===== src/rtl/id_pipe_pkg.sv =====
// Shared decode constants for the instruction-decode pipeline stage: ALU op/sel codes,
// MIPS opcode/funct values and the decoded control bundle passed from id_decode to id_pipe.
package id_pipe_pkg;

  localparam logic [7:0] AluOpNop = 8'h00;
  localparam logic [7:0] AluOpAnd = 8'h24;
  localparam logic [7:0] AluOpOr  = 8'h25;
  localparam logic [7:0] AluOpXor = 8'h26;
  localparam logic [7:0] AluOpNor = 8'h27;
  localparam logic [7:0] AluOpSll = 8'h7c;
  localparam logic [7:0] AluOpSrl = 8'h02;
  localparam logic [7:0] AluOpSra = 8'h03;

  localparam logic [2:0] AluSelNop   = 3'b000;
  localparam logic [2:0] AluSelLogic = 3'b001;
  localparam logic [2:0] AluSelShift = 3'b010;

  localparam logic [5:0] OpSpecial = 6'h00;
  localparam logic [5:0] OpAndi    = 6'h0c;
  localparam logic [5:0] OpOri     = 6'h0d;
  localparam logic [5:0] OpXori    = 6'h0e;
  localparam logic [5:0] OpLui     = 6'h0f;

  localparam logic [5:0] FnAnd = 6'h24;
  localparam logic [5:0] FnOr  = 6'h25;
  localparam logic [5:0] FnXor = 6'h26;
  localparam logic [5:0] FnNor = 6'h27;
  localparam logic [5:0] FnSll = 6'h00;
  localparam logic [5:0] FnSrl = 6'h02;
  localparam logic [5:0] FnSra = 6'h03;

  localparam logic [4:0] NopRegAddr = 5'd0;

  // Register addresses are kept at the 5-bit MIPS field width; id_pipe resizes to REG_AW.
  typedef struct packed {
    logic [7:0]  aluop;
    logic [2:0]  alusel;
    logic        wreg;
    logic [4:0]  wd;
    logic        instvalid;
    logic        reg1_read;
    logic [4:0]  reg1_addr;
    logic        reg2_read;
    logic [4:0]  reg2_addr;
    logic [31:0] imm;
  } dec_ctrl_t;

endpackage


===== src/rtl/id_decode.sv =====
// Combinational MIPS decoder for the logic/shift subset; unread operands take ctrl_o.imm.
module id_decode
  import id_pipe_pkg::*;
(
  input  logic [31:0] inst_i,
  output dec_ctrl_t   ctrl_o
);

  logic [5:0]  op;
  logic [5:0]  funct;
  logic [4:0]  rs;
  logic [4:0]  rt;
  logic [4:0]  rd;
  logic [4:0]  sa;
  logic [15:0] imm16;

  assign op    = inst_i[31:26];
  assign rs    = inst_i[25:21];
  assign rt    = inst_i[20:16];
  assign rd    = inst_i[15:11];
  assign sa    = inst_i[10:6];
  assign funct = inst_i[5:0];
  assign imm16 = inst_i[15:0];

  always_comb begin
    ctrl_o        = '0;
    ctrl_o.aluop  = AluOpNop;
    ctrl_o.alusel = AluSelNop;
    ctrl_o.wd     = NopRegAddr;
    if (inst_i == '0) begin
      // The canonical NOP encoding is valid but writes nothing.
      ctrl_o.instvalid = 1'b1;
    end else begin
      case (op)
        OpAndi, OpOri, OpXori: begin
          ctrl_o.instvalid = 1'b1;
          ctrl_o.wreg      = 1'b1;
          ctrl_o.wd        = rt;
          ctrl_o.reg1_read = 1'b1;
          ctrl_o.reg1_addr = rs;
          ctrl_o.imm       = {16'h0000, imm16};
          ctrl_o.alusel    = AluSelLogic;
          ctrl_o.aluop     = (op == OpAndi) ? AluOpAnd : (op == OpOri) ? AluOpOr : AluOpXor;
        end
        OpLui: begin
          // Both operands take the shifted immediate, so OR yields imm16<<16.
          ctrl_o.instvalid = 1'b1;
          ctrl_o.wreg      = 1'b1;
          ctrl_o.wd        = rt;
          ctrl_o.imm       = {imm16, 16'h0000};
          ctrl_o.alusel    = AluSelLogic;
          ctrl_o.aluop     = AluOpOr;
        end
        OpSpecial: begin
          case (funct)
            FnAnd, FnOr, FnXor, FnNor: begin
              if (sa == 5'd0) begin
                ctrl_o.instvalid = 1'b1;
                ctrl_o.wreg      = 1'b1;
                ctrl_o.wd        = rd;
                ctrl_o.reg1_read = 1'b1;
                ctrl_o.reg1_addr = rs;
                ctrl_o.reg2_read = 1'b1;
                ctrl_o.reg2_addr = rt;
                ctrl_o.alusel    = AluSelLogic;
                ctrl_o.aluop     = (funct == FnAnd) ? AluOpAnd :
                                   (funct == FnOr)  ? AluOpOr  :
                                   (funct == FnXor) ? AluOpXor : AluOpNor;
              end
            end
            FnSll, FnSrl, FnSra: begin
              if (rs == 5'd0) begin
                ctrl_o.instvalid = 1'b1;
                ctrl_o.wreg      = 1'b1;
                ctrl_o.wd        = rd;
                ctrl_o.reg2_read = 1'b1;
                ctrl_o.reg2_addr = rt;
                ctrl_o.imm       = {27'd0, sa};
                ctrl_o.alusel    = AluSelShift;
                ctrl_o.aluop     = (funct == FnSll) ? AluOpSll :
                                   (funct == FnSrl) ? AluOpSrl : AluOpSra;
              end
            end
            default: ;
          endcase
        end
        default: ;
      endcase
    end
  end

endmodule


===== src/rtl/id_pipe.sv =====
// Decode pipeline stage: operand selection, hazard stall and a valid/ready output register.
// Define ID_PIPE_FWD_EN to forward EX/MEM results; otherwise any EX/MEM write match stalls.
module id_pipe
  import id_pipe_pkg::*;
#(
  parameter int unsigned DATA_W = 32,
  parameter int unsigned REG_AW = 5
) (
  input  logic              clk,
  input  logic              rst,
  input  logic              in_valid,
  output logic              in_ready,
  input  logic [31:0]       pc_i,
  input  logic [31:0]       inst_i,
  output logic              reg1_read_o,
  output logic              reg2_read_o,
  output logic [REG_AW-1:0] reg1_addr_o,
  output logic [REG_AW-1:0] reg2_addr_o,
  input  logic [DATA_W-1:0] reg1_data_i,
  input  logic [DATA_W-1:0] reg2_data_i,
  input  logic              ex_wreg_i,
  input  logic [REG_AW-1:0] ex_wd_i,
  input  logic [DATA_W-1:0] ex_wdata_i,
  input  logic              ex_is_load_i,
  input  logic              mem_wreg_i,
  input  logic [REG_AW-1:0] mem_wd_i,
  input  logic [DATA_W-1:0] mem_wdata_i,
  input  logic              flush_i,
  output logic              out_valid,
  input  logic              out_ready,
  output logic [7:0]        aluop_o,
  output logic [2:0]        alusel_o,
  output logic [DATA_W-1:0] reg1_o,
  output logic [DATA_W-1:0] reg2_o,
  output logic [REG_AW-1:0] wd_o,
  output logic              wreg_o,
  output logic [31:0]       pc_o,
  output logic              instvalid_o
);

  dec_ctrl_t ctrl;

  id_decode u_decode (
    .inst_i (inst_i),
    .ctrl_o (ctrl)
  );

  logic              rd_en   [2];
  logic [REG_AW-1:0] rd_addr [2];
  logic [DATA_W-1:0] rd_data [2];
  logic [DATA_W-1:0] opnd    [2];
  logic              hazard  [2];
  logic [DATA_W-1:0] imm;
  logic              stall;
  logic              accept;

  assign rd_en[0]   = ctrl.reg1_read & in_valid & ~rst;
  assign rd_en[1]   = ctrl.reg2_read & in_valid & ~rst;
  assign rd_addr[0] = REG_AW'(ctrl.reg1_addr);
  assign rd_addr[1] = REG_AW'(ctrl.reg2_addr);
  assign rd_data[0] = reg1_data_i;
  assign rd_data[1] = reg2_data_i;
  assign imm        = DATA_W'(ctrl.imm);

  assign reg1_read_o = rd_en[0];
  assign reg2_read_o = rd_en[1];
  assign reg1_addr_o = rd_addr[0];
  assign reg2_addr_o = rd_addr[1];

  always_comb begin
    for (int i = 0; i < 2; i++) begin
      hazard[i] = 1'b0;
      opnd[i]   = imm;
      if (rd_en[i]) begin
        if (rd_addr[i] == '0) begin
          opnd[i] = '0;
`ifdef ID_PIPE_FWD_EN
        end else if (ex_wreg_i && (ex_wd_i == rd_addr[i])) begin
          // EX wins over MEM; a load in EX has no data yet, so wait for it to reach MEM.
          opnd[i]   = ex_wdata_i;
          hazard[i] = ex_is_load_i;
        end else if (mem_wreg_i && (mem_wd_i == rd_addr[i])) begin
          opnd[i] = mem_wdata_i;
        end else begin
          opnd[i] = rd_data[i];
        end
`else
        end else begin
          opnd[i]   = rd_data[i];
          hazard[i] = (ex_wreg_i && (ex_wd_i == rd_addr[i])) ||
                      (mem_wreg_i && (mem_wd_i == rd_addr[i]));
        end
`endif
      end
    end
  end

`ifndef ID_PIPE_FWD_EN
  logic unused_fwd;
  assign unused_fwd = ^{ex_wdata_i, mem_wdata_i, ex_is_load_i};
`endif

  logic              out_valid_q, out_valid_d;
  logic [7:0]        aluop_q, aluop_d;
  logic [2:0]        alusel_q, alusel_d;
  logic [DATA_W-1:0] reg1_q, reg1_d;
  logic [DATA_W-1:0] reg2_q, reg2_d;
  logic [REG_AW-1:0] wd_q, wd_d;
  logic              wreg_q, wreg_d;
  logic [31:0]       pc_q, pc_d;
  logic              instvalid_q, instvalid_d;

  assign stall    = hazard[0] | hazard[1];
  assign in_ready = ~rst & ~stall & (out_ready | ~out_valid_q);
  assign accept   = in_valid & in_ready;

  always_comb begin
    out_valid_d = out_valid_q;
    aluop_d     = aluop_q;
    alusel_d    = alusel_q;
    reg1_d      = reg1_q;
    reg2_d      = reg2_q;
    wd_d        = wd_q;
    wreg_d      = wreg_q;
    pc_d        = pc_q;
    instvalid_d = instvalid_q;
    if (flush_i) begin
      out_valid_d = 1'b0;
    end else if (accept) begin
      out_valid_d = 1'b1;
      aluop_d     = ctrl.aluop;
      alusel_d    = ctrl.alusel;
      reg1_d      = opnd[0];
      reg2_d      = opnd[1];
      wd_d        = REG_AW'(ctrl.wd);
      wreg_d      = ctrl.wreg;
      pc_d        = pc_i;
      instvalid_d = ctrl.instvalid;
    end else if (out_ready) begin
      out_valid_d = 1'b0;
    end
  end

  always_ff @(posedge clk) begin
    if (rst) begin
      out_valid_q <= 1'b0;
      aluop_q     <= AluOpNop;
      alusel_q    <= AluSelNop;
      reg1_q      <= '0;
      reg2_q      <= '0;
      wd_q        <= REG_AW'(NopRegAddr);
      wreg_q      <= 1'b0;
      pc_q        <= '0;
      instvalid_q <= 1'b0;
    end else begin
      out_valid_q <= out_valid_d;
      aluop_q     <= aluop_d;
      alusel_q    <= alusel_d;
      reg1_q      <= reg1_d;
      reg2_q      <= reg2_d;
      wd_q        <= wd_d;
      wreg_q      <= wreg_d;
      pc_q        <= pc_d;
      instvalid_q <= instvalid_d;
    end
  end

  assign out_valid   = out_valid_q;
  assign aluop_o     = aluop_q;
  assign alusel_o    = alusel_q;
  assign reg1_o      = reg1_q;
  assign reg2_o      = reg2_q;
  assign wd_o        = wd_q;
  assign wreg_o      = wreg_q;
  assign pc_o        = pc_q;
  assign instvalid_o = instvalid_q;

endmodule


===== config.mk =====
export PLATFORM = sky130hd
export DESIGN_NAME = id_pipe
export DESIGN_NICKNAME = d
export VERILOG_FILES = /design/src/rtl/id_pipe_pkg.sv /design/src/rtl/id_decode.sv /design/src/rtl/id_pipe.sv
export SDC_FILE = /design/constraint.sdc
export NUM_CORES = 1
export LEC_CHECK = 0
export ABC_AREA = 1
export BUFFER_PORTS_ARGS = -buffer_cell sky130_fd_sc_hd__buf_2
export CAP_MARGIN = 20
export CELL_PAD_IN_SITES_DETAIL_PLACEMENT = 1
export CELL_PAD_IN_SITES_GLOBAL_PLACEMENT = 1
export CORE_MARGIN = 2
export CORE_UTILIZATION = 30
export DETAILED_ROUTE_END_ITERATION = 10
export HOLD_SLACK_MARGIN = 0.15
export PLACE_DENSITY = 0.91
export SKIP_LAST_GASP = 1
export SLEW_MARGIN = 20
export SYNTH_ARGS = -nofsm -noshare
export SYNTH_HDL_FRONTEND = slang
export SYNTH_SLANG_ARGS = --single-unit

===== constraint.sdc =====
create_clock -name clk -period 3.2 [get_ports clk]
set_input_delay 0.48 -clock clk [delete_from_list [all_inputs] [get_ports clk]]
set_output_delay 0.48 -clock clk [all_outputs]
set_load 0.02 [all_outputs]

== Word-level counts from Yosys, hierarchy flattened ==
Cells that the tools add are included.
Operators by class
  eq/ne operators: 14
  muxes and demuxes: 31
  bitwise operators: 13
  reduce and logical (&&, ||, !) cells: 19
Operators by type and width (number)
  $mux 32: 5
  $pmux 32 s3: 1
  $pmux 18 s3: 1
  $mux 44: 1
  $mux 38: 1
  $pmux 18 s2: 1
  $logic_not 32->1: 1
  $mux 8: 4
  $mux 30: 1
  $eq 6x4->1 const B: 4
  $eq 6x6->1 const B: 4
  $pmux 6 s2: 2
  $eq 5x5->1: 4
  $logic_not 5->1: 4
  $mux 18: 1
  $mux 17: 1
  $eq 6x2->1 const B: 2
  $logic_not 6->1: 2
  $mux 6: 2
  $mux 1: 9
  $and 1x1->1: 7
  $reduce_or 3->1: 2
  $logic_and 1x1->1: 4
  $not 1->1: 4
  7 further kinds: 9
Storage, ports and cells
  register bits after elaboration: 115
  output and inout port bits: 128
  logic and storage cells: 86

== Logic depth before layout (Yosys ltp) ==
Gate-level depths: netlist of run 1.
  depth after elaboration: 19
  mapped depth: 19
  mapped depth without buffers: 17

== Hierarchy ==
From an unflattened synthesis of run 1, not the netlist that was laid out.
Second synthesis, totals
  cell total of the unflattened synthesis: 1215
  area, all modules: 7046.8 µm²
By module, submodules not included
  id_pipe: instances 1, cells an instance 1039, area an instance 6251.0 µm²
  id_decode: instances 1, cells an instance 176, area an instance 795.8 µm²

== Worst setup path after synthesis of run 1 ==
OpenSTA, ideal clock, no wires.
  path kind: input -> output
  from: input inst_i[31]
  to: output in_ready
  data arrival time: 2.048 ns
  data required time: 2.720 ns
  slack: 0.672 ns
  stages on the path: 15
  path buffers: 2
  path through: nor2_2 > nand3_1 > buf_2 > a21oi_4 > nand2_1 > nand2_2 > nand2_1 > nand2_1 > nor2_1 > nand3_1 > nand2_1 > nand2_1 > nand2_2 > nor2_8 > buf_2
RTL lines
  start: declaration: RTL line id_pipe.sv:14  | input logic [31:0] inst_i,
  end: declaration: RTL line id_pipe.sv:12  | output logic in_ready,

== Worst setup path in the final report of run 1 ==
  from: input inst_i[31]
  to: output in_ready
Between the ends
  word-level cells in the longest chain between the ends: 13
Ends and longest elaborated chain
  $eq 6x4->1: RTL line id_decode.sv:34  | case (op)
  $reduce_or 3->1: RTL line id_decode.sv:34
  $pmux 6 s2: RTL line id_decode.sv:34
  $mux 44 (*): RTL line id_decode.sv:30  | if (inst_i == '0) begin
  $eq 5x5->1, on equally long branches: RTL line id_pipe.sv:90, id_pipe.sv:91
  $logic_and 1x1->1, on equally long branches: RTL line id_pipe.sv:90, id_pipe.sv:91
  $logic_or 1x1->1: RTL line id_pipe.sv:90  | hazard[i] = (ex_wreg_i && (ex_wd_i == rd_addr[i])) ||
  $mux 1: RTL line id_pipe.sv:75  | if (rd_addr[i] == '0) begin
  $mux 1: RTL line id_pipe.sv:74  | if (rd_en[i]) begin
  $or 1x1->1 (*): RTL line id_pipe.sv:113  | assign stall = hazard[0] | hazard[1];
  $not 1->1 (*): RTL line id_pipe.sv:114  | assign in_ready = ~rst & ~stall & (out_ready | ~out_valid_q);
  $and 1x1->1 (*) (2 in series): RTL line id_pipe.sv:114
Mark *: on every way between the ends. The rest lies on a longest branch, timed or not.

==> metrics.log, run 1 <==
INFO  metric worst_setup_skew_after_layout = 0.00906 ns
INFO  metric initialDrtViolationCount = 480
INFO  metric dpl-instance-area = 7730 um^2
INFO  metric ctsResizeCount = 0
INFO  metric fin_max_slew_vios = 0
INFO  metric fin_cells = 1,459
INFO  metric die_y = 149 um
INFO  metric vdd_drop_max = 222 uV
INFO  metric place.gp.congestion = 0.937
INFO  metric cts_setup_buffers = 0
INFO  metric numPortBuffers = 270
INFO  metric drive_above_1_share = 28.9%
INFO  metric worst_ep_required_time = 2.72 ns
INFO  metric antenna_violations_before_repair = 4
INFO  metric crit_type = input pin to primary output
INFO  metric leakage = 3.86 nW
INFO  metric min_path_cells = 2
INFO  metric dr.pass1.iters = 5
INFO  metric wl = 27.1 mm
INFO  metric clkTransAtPathRegs = 0.08 ns
INFO  metric filler_cell_count_in_the_final_layout = 2,775
INFO  metric rows = 53
INFO  metric synth.ff_latch_count = 110
INFO  metric synth_top_area_share = 34.9%
INFO  metric yosys.cell_types.count = 39
INFO  metric post-route-min-period = 3.00 ns
INFO  metric drtAntennaViolNets = 0
INFO  metric result_of_the_run = finished clean
INFO  metric global_route.overflow_total = 0
INFO  metric clock_latency = 0.36 ns
INFO  metric post-synth-top-area-cell = sky130_fd_sc_hd__dfxtp_1
INFO  metric post-route-period-util = 93.6%
INFO  metric detailedPlacementHpwl = 20.1 mm
INFO  metric detail_route.drc_violations = 0
INFO  metric hold_path_class = input pin to flop
INFO  metric die_area = 22,200 um^2
INFO  metric via_count = 7,745
INFO  metric nature_of_the_critical_path_endpoint = primary output
INFO  metric clock_tree.buffer_depth = 2
INFO  metric clock_tree_from_tritoncts = built
INFO  metric synth_area_per_cell = 6.62 um^2
INFO  metric slew_headroom = 42.0%
INFO  metric htree_num_levels = 3
INFO  metric synth_area_leaders = sky130_fd_sc_hd__dfxtp_1 35%, sky130_fd_sc_hd__nand2_1 20%, sky130_fd_sc_hd__nand4_1 11%, sky130_fd_sc_hd__a21oi_1 8.5%, sky130_fd_sc_hd__nand3_1 3.6%
INFO  metric largest_fanout_of_any_net_on_the_critical_path = 9
INFO  metric clk_root_buffer_cell = sky130_fd_sc_hd__clkbuf_16
INFO  metric power_density = 364 nW/um^2
INFO  metric synth_sequential_area_ratio = 34.9%
INFO  metric cts_num_sinks = 110
INFO  metric yosys_synthesis_warning_count = 0
INFO  metric gr-usage-all-layers = 23.5%
INFO  metric syn2layout_area_growth = 27.3%
INFO  metric wl_per_cell = 18.6 um
INFO  metric unrepaired_setup_endpoints_after_global_routing = no
INFO  metric async_reset_ff_share = 0%
INFO  metric synthFlopType = sky130_fd_sc_hd__dfxtp_1
INFO  metric final_total_power = 2.93 mW
INFO  metric synth_most_common_cell = sky130_fd_sc_hd__nand2_1
INFO  metric die_x = 149 um
INFO  metric timing_worst_slew_pin_value = 0.870 ns
INFO  metric nNetsFinal = 1,385
INFO  metric io-pin-count = 338
INFO  metric pin_count_of_the_biggest_net_entering_global_routing = 76
INFO  metric finalHoldViolations = 0
INFO  metric number_of_flops_mapped_to_enable_cells_by_yosys = 0
INFO  metric finalSetupViolCount = 0
INFO  metric design_area = 8040 um^2
INFO  metric cts.hold.buffers_added = 0
INFO  metric multi_input_combinational_cell_area = 3410 um^2
INFO  metric cp.arrival = 2.52 ns
INFO  metric yosys-top-cells-count = 334 x sky130_fd_sc_hd__nand2_1, 111 x sky130_fd_sc_hd__nand4_1, 110 x sky130_fd_sc_hd__dfxtp_1, 107 x sky130_fd_sc_hd__a21oi_1, 49 x sky130_fd_sc_hd__nor2_1
INFO  metric syn-cell-area = 6310 um^2
INFO  metric regArea = 2200 um^2
INFO  metric cts-buffers-inserted = 9
INFO  metric timing.reg2reg.worst_path_depth = 8
INFO  metric cap_viol_max_count = 0
INFO  metric first_pass_grt_wire_length = 40.7 mm
INFO  metric initial_cell_density_of_the_core = 30.3%
INFO  metric critical_path.startpoint_type = input pin
INFO  metric via_count_of_the_first_global_routing_pass = 7,414
INFO  metric achievable-frequency = 334 MHz
INFO  metric syn-instance-count = 953
INFO  metric totalNegativeSetupSlack = 0 ns
INFO  metric route.detailed.vias_per_inst = 5.31
INFO  metric core-area = 20,800 um^2
INFO  metric dpl.cell_count = 1,439
## path summary, 6_finish.rpt
check             startpoint     endpoint  slack (ns)
hold reg to reg     pc_o[15]     pc_o[15]        0.46
setup / recovery  inst_i[31]     in_ready        0.20
hold / removal       flush_i    out_valid        0.30
setup reg to reg   out_valid  instvalid_o        1.52
## power breakdown
part           total [mW]  internal, mW  leakage, nW  switching (mW)
registers            1.39          1.38        0.888         0.00857
clock network        1.11         0.541        0.138           0.566
logic               0.427         0.138         2.83           0.288
## state kept, by name (all words and copies together), names as in the netlist, 2 cells and up
| register | count |
|---|---|
| aluop_o | 4 |
| alusel_o | 2 |
| reg2_o | 32 |
| reg1_o | 32 |
| wd_o | 5 |
| pc_o | 32 |
## per-layer routing
metal	vias up	part of all wire [%]	routed length, um	GRT usage [%]
met5	-	0	0	0
met2	318	47	12600	37.8
met1	3693	42	11500	30.2
met3	82	5.9	1610	3.33
li1	3652	-	-	-
met4	0	5.1	1390	13.4
## worst max-delay path, stage by stage
cell and delay, ns:
sky130_fd_sc_hd__buf_2 0.10, sky130_fd_sc_hd__nor2_2 0.19, sky130_fd_sc_hd__nand3_2 0.15, sky130_fd_sc_hd__inv_2 0.23
sky130_fd_sc_hd__nand2_2 0.17, sky130_fd_sc_hd__a21boi_2 0.27, sky130_fd_sc_hd__nor3_1 0.12, sky130_fd_sc_hd__a21oi_2 0.31
sky130_fd_sc_hd__nand2_1 0.12, sky130_fd_sc_hd__nand2_2 0.12, sky130_fd_sc_hd__nor2_8 0.07, sky130_fd_sc_hd__buf_2 0.17
## layout make-up
| type | instances | area share, % |
|---|---|---|
| Clock inverter | 7 | 0.732 |
| Antenna cell | 4 | 0.125 |
| Tap cell | 275 | 4.28 |
| Sequential cell | 110 | 27.4 |
| Multi-Input combinational cell | 714 | 42.4 |
| Inverter | 45 | 2.12 |
| Timing Repair Buffer | 295 | 20.1 |
| Clock buffer | 9 | 2.80 |
## metrics by stage
step | hold slack, ns | setup slack, ns | util (%)
2_1_floorplan | 0.540 | 0.672 | -
3_3_place_gp | 0.449 | 0.175 | 37.1
3_5_place_dp | 0.452 | 0.0725 | 37.1
4_1_cts | 0.282 | 0.128 | 38.5
5_1_grt | 0.301 | 0.0192 | 38.6
6_report | 0.300 | 0.205 | 38.6
## kinds of logic after synthesis
family | Yosys count | share of synthesized area [%]
other cells | 1 | 0.0594
flops | 110 | 34.9
compound gates | 146 | 12.4
buf+inv | 130 | 11.5
simple gates | 566 | 41.2
## cell usage in the layout (no fill, tap or decap), types with 2 or more instances in the layout
cell type	synthesis	final
sky130_fd_sc_hd__o22ai_1	2	2
sky130_fd_sc_hd__inv_2	5	4
sky130_fd_sc_hd__o21ai_0	24	24
sky130_fd_sc_hd__nor2_2	3	3
sky130_fd_sc_hd__clkinv_2	0	2
sky130_fd_sc_hd__clkbuf_16	0	9
sky130_fd_sc_hd__nor3_1	5	5
sky130_fd_sc_hd__nand2_2	4	4
sky130_fd_sc_hd__nor2_1	49	48
sky130_fd_sc_hd__nand3_2	2	2
sky130_fd_sc_hd__buf_12	7	6
sky130_fd_sc_hd__clkinv_4	0	3
sky130_fd_sc_hd__inv_1	40	40
sky130_fd_sc_hd__a22o_1	3	3
sky130_fd_sc_hd__nand4_1	111	111
sky130_fd_sc_hd__diode_2	0	4
sky130_fd_sc_hd__nand2_1	334	334
sky130_fd_sc_hd__nand3_1	46	46
sky130_fd_sc_hd__nor2_4	4	5
sky130_fd_sc_hd__conb_1	1	2
sky130_fd_sc_hd__buf_2	19	268
sky130_fd_sc_hd__buf_4	16	21
sky130_fd_sc_hd__a21oi_1	107	107
sky130_fd_sc_hd__a21oi_2	3	3
sky130_fd_sc_hd__dfxtp_1	110	110
Note: power is estimated with default switching activity, not from simulation.
==> run 2, diff against run 1 <==
--- a/config.mk
+++ b/config.mk
@@ -5,16 +5,15 @@
 export SDC_FILE = /design/constraint.sdc
 export NUM_CORES = 1
 export LEC_CHECK = 0
-export ABC_AREA = 1
 export BUFFER_PORTS_ARGS = -buffer_cell sky130_fd_sc_hd__buf_2
 export CAP_MARGIN = 20
 export CELL_PAD_IN_SITES_DETAIL_PLACEMENT = 1
 export CELL_PAD_IN_SITES_GLOBAL_PLACEMENT = 1
 export CORE_MARGIN = 2
-export CORE_UTILIZATION = 30
+export CORE_UTILIZATION = 31
 export DETAILED_ROUTE_END_ITERATION = 10
 export HOLD_SLACK_MARGIN = 0.15
-export PLACE_DENSITY = 0.91
+export PLACE_DENSITY = 0.9
 export SKIP_LAST_GASP = 1
 export SLEW_MARGIN = 20
 export SYNTH_ARGS = -nofsm -noshare
==> metrics.log, run 2 <==
INFO  metric result_of_the_run = complete, but fails checks (was finished clean)
INFO  metric failed_checks = negative setup slack
INFO  metric post-route-min-period = 3.47 ns (was 3.00 ns)
INFO  metric syn-instance-count = 646 (was 953)
INFO  metric die_area = 20,100 um^2 (was 22,200 um^2)
INFO  metric unrepaired_setup_endpoints_after_global_routing = yes (was no)
INFO  metric timing_worst_slew_pin_value = 1.07 ns (was 0.870 ns)
INFO  metric largest_fanout_of_any_net_on_the_critical_path = 6 (was 9)
INFO  metric critical_path.startpoint_type = input pin (unchanged)
INFO  metric synth_area_leaders = sky130_fd_sc_hd__dfxtp_1 37%, sky130_fd_sc_hd__a211oi_2 13%, sky130_fd_sc_hd__a21oi_1 9.3%, sky130_fd_sc_hd__a22oi_1 8.0%, sky130_fd_sc_hd__nand3_1 3.1% (was sky130_fd_sc_hd__dfxtp_1 35%, sky130_fd_sc_hd__nand2_1 20%, sky130_fd_sc_hd__nand4_1 11%, sky130_fd_sc_hd__a21oi_1 8.5%, sky130_fd_sc_hd__nand3_1 3.6%)
INFO  metric nNetsFinal = 1,172 (was 1,385)
INFO  metric place.gp.congestion = 0.893 (was 0.937)
INFO  metric cp.arrival = 3.74 ns (was 2.52 ns)
INFO  metric io-pin-count = 338 (unchanged)
INFO  metric clock_tree.buffer_depth = 2 (unchanged)
INFO  metric leakage = 3.84 nW (was 3.86 nW)
INFO  metric first_pass_grt_wire_length = 45.3 mm (was 40.7 mm)
INFO  metric r2r-start = out_valid (unchanged)
INFO  metric via_count_of_the_first_global_routing_pass = 7,332 (was 7,414)
INFO  metric power_density = 359 nW/um^2 (was 364 nW/um^2)
INFO  metric slew_headroom = 28.9% (was 42.0%)
INFO  metric antenna_violations_before_repair = 3 (was 4)
INFO  metric core-area = 18,600 um^2 (was 20,800 um^2)
INFO  metric numPortBuffers = 270 (unchanged)
INFO  metric number_of_flops_mapped_to_enable_cells_by_yosys = 0 (unchanged)
INFO  metric route.detailed.vias_per_inst = 5.81 (was 5.31)
INFO  metric cts_num_sinks = 110 (unchanged)
INFO  metric die_x = 142 um (was 149 um)
INFO  metric wl = 30.7 mm (was 27.1 mm)
INFO  metric async_reset_ff_share = 0% (unchanged)
INFO  metric synth_area_per_cell = 9.11 um^2 (was 6.62 um^2)
INFO  metric hold_path_class = input pin to flop (unchanged)
INFO  metric clkTransAtPathRegs = 0.07 ns (was 0.08 ns)
INFO  metric initial_cell_density_of_the_core = 31.6% (was 30.3%)
INFO  metric via_count = 6,994 (was 7,745)
INFO  metric crit_path_frequent_cell = sky130_fd_sc_hd__buf_6
INFO  metric crit_type = input pin to flop (was input pin to primary output)
INFO  metric timing.critical_path.cells = buf_2 > or4_4 > or4b_4 > buf_6 > a2111oi_4 > nand2_2 > buf_6 > buf_6 > o31ai_4 > nor2_4 > buf_12 > buf_12 > buf_16 > a211oi_2 (was buf_2 > nor2_2 > nand3_2 > inv_2 > nand2_2 > a21boi_2 > nor3_1 > a21oi_2 > nand2_1 > nand2_2 > nor2_8 > buf_2)
INFO  metric cap_viol_max_count = 0 (unchanged)
INFO  metric layout_commonest_cell = sky130_fd_sc_hd__buf_2 (was sky130_fd_sc_hd__nand2_1)
INFO  metric syn-cell-area = 5880 um^2 (was 6310 um^2)
INFO  metric worst-r2r-setup-slack = 1.33 ns (was 1.52 ns)
INFO  metric dr.pass1.iters = 5 (unchanged)
INFO  metric post-route-period-util = 108% (was 93.6%)
INFO  metric rows = 50 (was 53)
INFO  metric family_with_the_most_delay_on_the_worst_path = simple AND/OR/NAND/NOR gates (unchanged)
INFO  metric timing.critical_path.depth = 14 (was 12)
INFO  metric syn2layout_area_growth = 64.1% (was 27.3%)
INFO  metric pin_count_of_the_biggest_net_entering_global_routing = 64 (was 76)
INFO  metric crit_buf_inv = 7 (was 3)
INFO  metric detail_route.drc_violations = 0 (unchanged)
INFO  metric yosys_synthesis_warning_count = 0 (unchanged)
INFO  metric timing.critical_path.slowest_stage_cell = sky130_fd_sc_hd__or4b_4 (was sky130_fd_sc_hd__a21oi_2)
INFO  metric htree_num_levels = 3 (unchanged)
INFO  metric drive_above_1_share = 63.6% (was 28.9%)
INFO  metric finalHoldViolations = 0 (unchanged)
INFO  metric final_total_power = 3.46 mW (was 2.93 mW)
INFO  metric synthFlopType = sky130_fd_sc_hd__dfxtp_1 (unchanged)
INFO  metric worst_setup_path_startpoint = inst_i[23] (was inst_i[31])
INFO  metric post-synth-top-area-cell = sky130_fd_sc_hd__dfxtp_1 (unchanged)
INFO  metric nature_of_the_critical_path_endpoint = flop (was primary output)
INFO  metric clock_tree_from_tritoncts = built (unchanged)
INFO  metric initialDrtViolationCount = 359 (was 480)
INFO  metric finalSetupViolCount = 110 (was 0)
INFO  metric worstReg2RegEnd = reg2_o[17] (was instvalid_o)
INFO  metric mostFrequentLayoutCells = 265 x sky130_fd_sc_hd__buf_2, 110 x sky130_fd_sc_hd__dfxtp_1, 68 x sky130_fd_sc_hd__buf_4 (was 334 x sky130_fd_sc_hd__nand2_1, 268 x sky130_fd_sc_hd__buf_2, 111 x sky130_fd_sc_hd__nand4_1)
INFO  metric final.setup.worst_slack = -0.267 ns (was 0.205 ns)
INFO  metric yosys-top-cells-count = 110 x sky130_fd_sc_hd__dfxtp_1, 109 x sky130_fd_sc_hd__a21oi_1, 63 x sky130_fd_sc_hd__a22oi_1, 60 x sky130_fd_sc_hd__a211oi_2 (was 334 x sky130_fd_sc_hd__nand2_1, 111 x sky130_fd_sc_hd__nand4_1, 110 x sky130_fd_sc_hd__dfxtp_1, 107 x sky130_fd_sc_hd__a21oi_1, 49 x sky130_fd_sc_hd__nor2_1)
INFO  metric worstSetupEndpoint = reg2_o[23] (was in_ready)
INFO  metric vdd_drop_max = 246 uV (was 222 uV)
INFO  metric synth_sequential_area_ratio = 37.4% (was 34.9%)
INFO  metric timing.reg2reg.worst_path_depth = 9 (was 8)
INFO  metric max_stage_delay = 0.61 ns (was 0.31 ns)
INFO  metric die_y = 142 um (was 149 um)
INFO  metric drtAntennaViolNets = 0 (unchanged)
INFO  metric synth_top_area_share = 37.4% (was 34.9%)
INFO  metric fin_max_slew_vios = 0 (unchanged)
INFO  metric detailedPlacementHpwl = 20.3 mm (was 20.1 mm)
INFO  metric synth_most_common_cell = sky130_fd_sc_hd__dfxtp_1 (was sky130_fd_sc_hd__nand2_1)
INFO  metric clk_root_buffer_cell = sky130_fd_sc_hd__clkbuf_16 (unchanged)
INFO  metric synth.ff_latch_count = 110 (unchanged)
INFO  metric cts-buffers-inserted = 9 (unchanged)
INFO  metric wl_per_cell = 25.6 um (was 18.6 um)
INFO  metric global_route.overflow_total = 0 (unchanged)
INFO  metric worst_ep_required_time = 3.48 ns (was 2.72 ns)
INFO  metric achievable-frequency = 288 MHz (was 334 MHz)
INFO  metric hold_ws = 0.311 ns (was 0.300 ns)
INFO  metric clock_latency = 0.35 ns (was 0.36 ns)
INFO  metric gr-usage-all-layers = 29.7% (was 23.5%)
INFO  metric yosys.cell_types.count = 56 (was 39)
INFO  metric worst_setup_skew_after_layout = 0.00616 ns (was 0.00906 ns)
## run 2: metal layers
layer  vias up  share of wire, %  GRT usage (%)
met1      3475                38           34.0
met2       354                50           51.4
met3        67               8.1           8.00
met5         -             0.036              0
li1       3096                 -              -
met4         2               4.1           14.1
## run 2: cell type report
type / instances / area [um^2]
Clock inverter: 5 / 57.6
Antenna cell: 2 / 5.00
Tap cell: 234 / 293
Fill cell: 2113 / 8990
Multi-Input combinational cell: 452 / 3960
Clock buffer: 11 / 243
Sequential cell: 110 / 2200
Inverter: 2 / 7.51
Timing Repair Buffer: 387 / 2890
## run 2: worst min path at each step
stage,startpoint,endpoint,cells after the start
floorplan,pc_o[10],pc_o[10],2
global route,flush_i,out_valid,2
CTS,flush_i,out_valid,2
detailed placement,pc_o[6],pc_o[6],2
global placement,pc_o[10],pc_o[10],2
finish,flush_i,out_valid,2
## run 2: timing repair
item / 4_1_cts / 5_1_grt
hold endpoints to repair: 0 / 0
pin swaps: 31 / 29
endpoints found under the setup margin: 119 / 114
hold buffers: 0 / 0
cloned: 13 / 3
resized for setup: 72 / 43
buffers inserted: 19 / 7
## run 2: cells by family after synthesis
logic type      Yosys count  share of synthesized area [%]
compound gates          317                           40.4
mux                       1                          0.191
other cells               1                         0.0637
flops                   110                           37.4
simple gates            116                           11.1
xor+xnor                 16                           2.38
buf+inv                  85                           8.38
## run 2: worst reg2reg max path: cells and delay by family, from the launching register on
kind | cells | cell delay, ns
compound gates | 4 | 0.68
buf+inv | 4 | 0.68
flops | 1 | 0.32
simple gates | 1 | 0.11
## run 2: metrics by stage
stage | area [um^2] | std cells | setup TNS, ns | worst slack, ns | util, %
final | 9650 | 1203 | -19.92 | -0.267 | 51.8
after global routing | 9650 | 1202 | -23.84 | -0.312 | 51.8
after CTS | 9460 | 1193 | -15.99 | -0.214 | 50.7
after detailed placement | 8280 | 1146 | -61.89 | -0.623 | 44.4
after global placement | 8280 | 1146 | -53.69 | -0.530 | 44.4
after floorplan | 6490 | 647 | -6.20 | -0.101 | -
## run 2: power breakdown
part	internal, mW	total [mW]	switching (mW)	leakage [nW]
clock	0.632	1.19	0.554	0.150
sequential	1.43	1.47	0.0453	0.897
combinational	0.347	0.804	0.457	2.79
==> run 3, diff against run 2 <==
--- a/config.mk
+++ b/config.mk
@@ -14,6 +14,7 @@
 export DETAILED_ROUTE_END_ITERATION = 10
 export HOLD_SLACK_MARGIN = 0.15
 export PLACE_DENSITY = 0.9
+export REMOVE_ABC_BUFFERS = 1
 export SKIP_LAST_GASP = 1
 export SLEW_MARGIN = 20
 export SYNTH_ARGS = -nofsm -noshare
==> metrics.log, run 3 (synthesis results as in run 2) <==
INFO  metric result_of_the_run = complete, but fails checks (unchanged)
INFO  metric failed_checks = negative setup slack (unchanged)
INFO  metric dpl.cell_count = 1,153 (was 1,146)
INFO  metric route.detailed.vias_per_inst = 5.74 (was 5.81)
INFO  metric drtAntennaViolNets = 0 (unchanged)
INFO  metric cap_viol_max_count = 0 (unchanged)
INFO  metric final.setup.worst_slack = -0.314 ns (was -0.267 ns)
INFO  metric nNetsFinal = 1,181 (was 1,172)
INFO  metric timing_worst_slew_pin_value = 1.05 ns (was 1.07 ns)
INFO  metric io-pin-count = 338 (unchanged)
INFO  metric achievable-frequency = 285 MHz (was 288 MHz)
INFO  metric die_x = 142 um (unchanged)
INFO  metric die_area = 20,100 um^2 (unchanged)
INFO  metric wl = 29.1 mm (was 30.7 mm)
INFO  metric global_route.overflow_total = 0 (unchanged)
INFO  metric wl_per_cell = 24.1 um (was 25.6 um)
INFO  metric finalSetupViolCount = 112 (was 110)
INFO  metric finalHoldViolations = 0 (unchanged)
INFO  metric pin_count_of_the_biggest_net_entering_global_routing = 61 (was 64)
INFO  metric unrepaired_setup_endpoints_after_global_routing = yes (unchanged)
INFO  metric max_stage_delay = 0.59 ns (was 0.61 ns)
INFO  metric post-route-min-period = 3.51 ns (was 3.47 ns)
INFO  metric totalNegativeSetupSlack = -23.72 ns (was -19.92 ns)
INFO  metric initial_cell_density_of_the_core = 31.6% (unchanged)
INFO  metric fin_cells = 1,210 (was 1,203)
INFO  metric syn2layout_area_growth = 64.7% (was 64.1%)
INFO  metric rows = 50 (unchanged)
INFO  metric nature_of_the_critical_path_endpoint = primary output (was flop)
INFO  metric final_total_power = 3.37 mW (was 3.46 mW)
INFO  metric cts-buffers-inserted = 9 (unchanged)
INFO  metric clk_root_buffer_cell = sky130_fd_sc_hd__clkbuf_16 (unchanged)
INFO  metric crit_buf_inv = 2 (was 7)
INFO  metric antennaDiodeCount = 0 (was 2)
INFO  metric clock_tree_from_tritoncts = built (unchanged)
INFO  metric cts.hold.buffers_added = 0 (unchanged)
INFO  metric family_with_the_most_delay_on_the_worst_path = simple AND/OR/NAND/NOR gates (unchanged)
INFO  metric worst_setup_skew_after_layout = 0.00764 ns (was 0.00616 ns)
INFO  metric clock_tree.buffer_depth = 2 (unchanged)
INFO  metric leakage = 3.88 nW (was 3.84 nW)
INFO  metric fin_max_slew_vios = 0 (unchanged)
INFO  metric crit_type = input pin to primary output (was input pin to flop)
INFO  metric initialDrtViolationCount = 277 (was 359)
INFO  metric pre_cts_ws = -0.679 ns (was -0.623 ns)
INFO  metric die_y = 142 um (unchanged)
INFO  metric clock_latency = 0.35 ns (about the same)
INFO  metric clkTransAtPathRegs = 0.07 ns (about the same)
INFO  metric critical_path.startpoint_type = input pin (unchanged)
INFO  metric cp.arrival = 3.03 ns (was 3.74 ns)
INFO  metric hold_path_class = input pin to flop (unchanged)
INFO  metric detailedPlacementHpwl = 18.5 mm (was 20.3 mm)
INFO  metric largest_fanout_of_any_net_on_the_critical_path = 5 (was 6)
INFO  metric gr-usage-all-layers = 25.5% (was 29.7%)
INFO  metric cts_num_sinks = 110 (unchanged)
INFO  metric layout_commonest_cell = sky130_fd_sc_hd__buf_2 (unchanged)
INFO  metric hold_ws = 0.301 ns (was 0.311 ns)
INFO  metric htree_num_levels = 3 (unchanged)
INFO  metric slew_headroom = 29.9% (was 28.9%)
INFO  metric drive_above_1_share = 61.7% (was 63.6%)
INFO  metric via_count = 6,945 (was 6,994)
INFO  metric place.gp.congestion = 0.844 (was 0.893)
INFO  metric worst_ep_required_time = 2.72 ns (was 3.48 ns)
INFO  metric filler_cell_count_in_the_final_layout = 2,089 (was 2,113)
INFO  metric vdd_drop_max = 255 uV (was 246 uV)
INFO  metric via_count_of_the_first_global_routing_pass = 7,129 (was 7,332)
INFO  metric mostFrequentLayoutCells = 260 x sky130_fd_sc_hd__buf_2, 110 x sky130_fd_sc_hd__dfxtp_1, 80 x sky130_fd_sc_hd__buf_4 (was 265 x sky130_fd_sc_hd__buf_2, 110 x sky130_fd_sc_hd__dfxtp_1, 68 x sky130_fd_sc_hd__buf_4)
INFO  metric dr.pass1.iters = 4 (was 5)
INFO  metric post-route-period-util = 110% (was 108%)
INFO  metric core-area = 18,600 um^2 (unchanged)
INFO  metric numPortBuffers = 270 (unchanged)
INFO  metric antenna_violations_before_repair = 1 (was 3)
INFO  metric timing.critical_path.cells = buf_6 > or4_4 > or4b_4 > a211oi_4 > xnor2_1 > and3_1 > a31o_2 > nor3_2 > buf_4 (was buf_2 > or4_4 > or4b_4 > buf_6 > a2111oi_4 > nand2_2 > buf_6 > buf_6 > o31ai_4 > nor2_4 > buf_12 > buf_12 > buf_16 > a211oi_2)
INFO  metric power_density = 348 nW/um^2 (was 359 nW/um^2)
INFO  metric first_pass_grt_wire_length = 39.9 mm (was 45.3 mm)
INFO  metric detail_route.drc_violations = 0 (unchanged)
INFO  metric timing.critical_path.slowest_stage_cell = sky130_fd_sc_hd__or4b_4 (unchanged)
[run 3: changes by cell type in the layout (fill, tap and decap cells not counted), sizes merged]
cell	delta
clkinv	-1
clkbuf	+11
bufbuf	-1
bufinv	-1
clkinvlp	+1
diode	-2
[run 3: final timing paths]
check	from	endpoint	slack, ns	depth (start not counted)
worst max-delay path	inst_i[23]	in_ready	-0.31	9
worst min register to register	pc_o[16]	pc_o[16]	0.46	2
worst max register to register	out_valid	wreg_o	1.39	7
worst min-delay path	flush_i	out_valid	0.30	2
[run 3: metal layers]
| metal | track usage [%] | up-vias | part of all wire [%] |
|---|---|---|---|
| li1 | - | 3110 | - |
| met1 | 28.2 | 3427 | 39 |
| met2 | 46.6 | 311 | 51 |
| met3 | 6.48 | 95 | 6.2 |
| met4 | 10.5 | 2 | 4.2 |
| met5 | 0 | - | 0.045 |
[run 3: what timing repair did]
item,in CTS,in global routing
pin swaps,25,53
cloned,9,12
buffers inserted,9,12
gates resized for setup,78,131
setup endpoints to repair,118,113
[run 3: stage by stage]
step / utilization, % / area (um^2)
2_1_floorplan: - / 5400
3_3_place_gp: 42.1 / 7840
3_5_place_dp: 42.1 / 7840
4_1_cts: 47.3 / 8810
5_1_grt: 52.0 / 9690
6_report: 52.0 / 9690
[run 3: cell type report]
class	instances	area [um^2]	share of cell area, %
Clock buffer	12	256	2.65
Clock inverter	4	30.0	0.310
Inverter	2	7.51	0.0774
Multi-Input combinational cell	452	3910	40.3
Sequential cell	110	2200	22.7
Tap cell	234	293	3.02
Timing Repair Buffer	396	3000	30.9
[run 3: worst register-to-register path, delay by kind of cell (launching register included)]
kind            cells  cell delay (ns)
buf+inv             2             0.39
compound gates      2             0.36
simple gates        2             0.35
flops               1             0.31
mux                 1             0.30
[run 3: where the power goes]
part / total (mW) / switching, mW / leakage [nW] / internal (mW)
sequential: 1.47 / 0.0402 / 0.897 / 1.43
combinational: 0.796 / 0.448 / 2.84 / 0.348
clock: 1.11 / 0.535 / 0.139 / 0.576
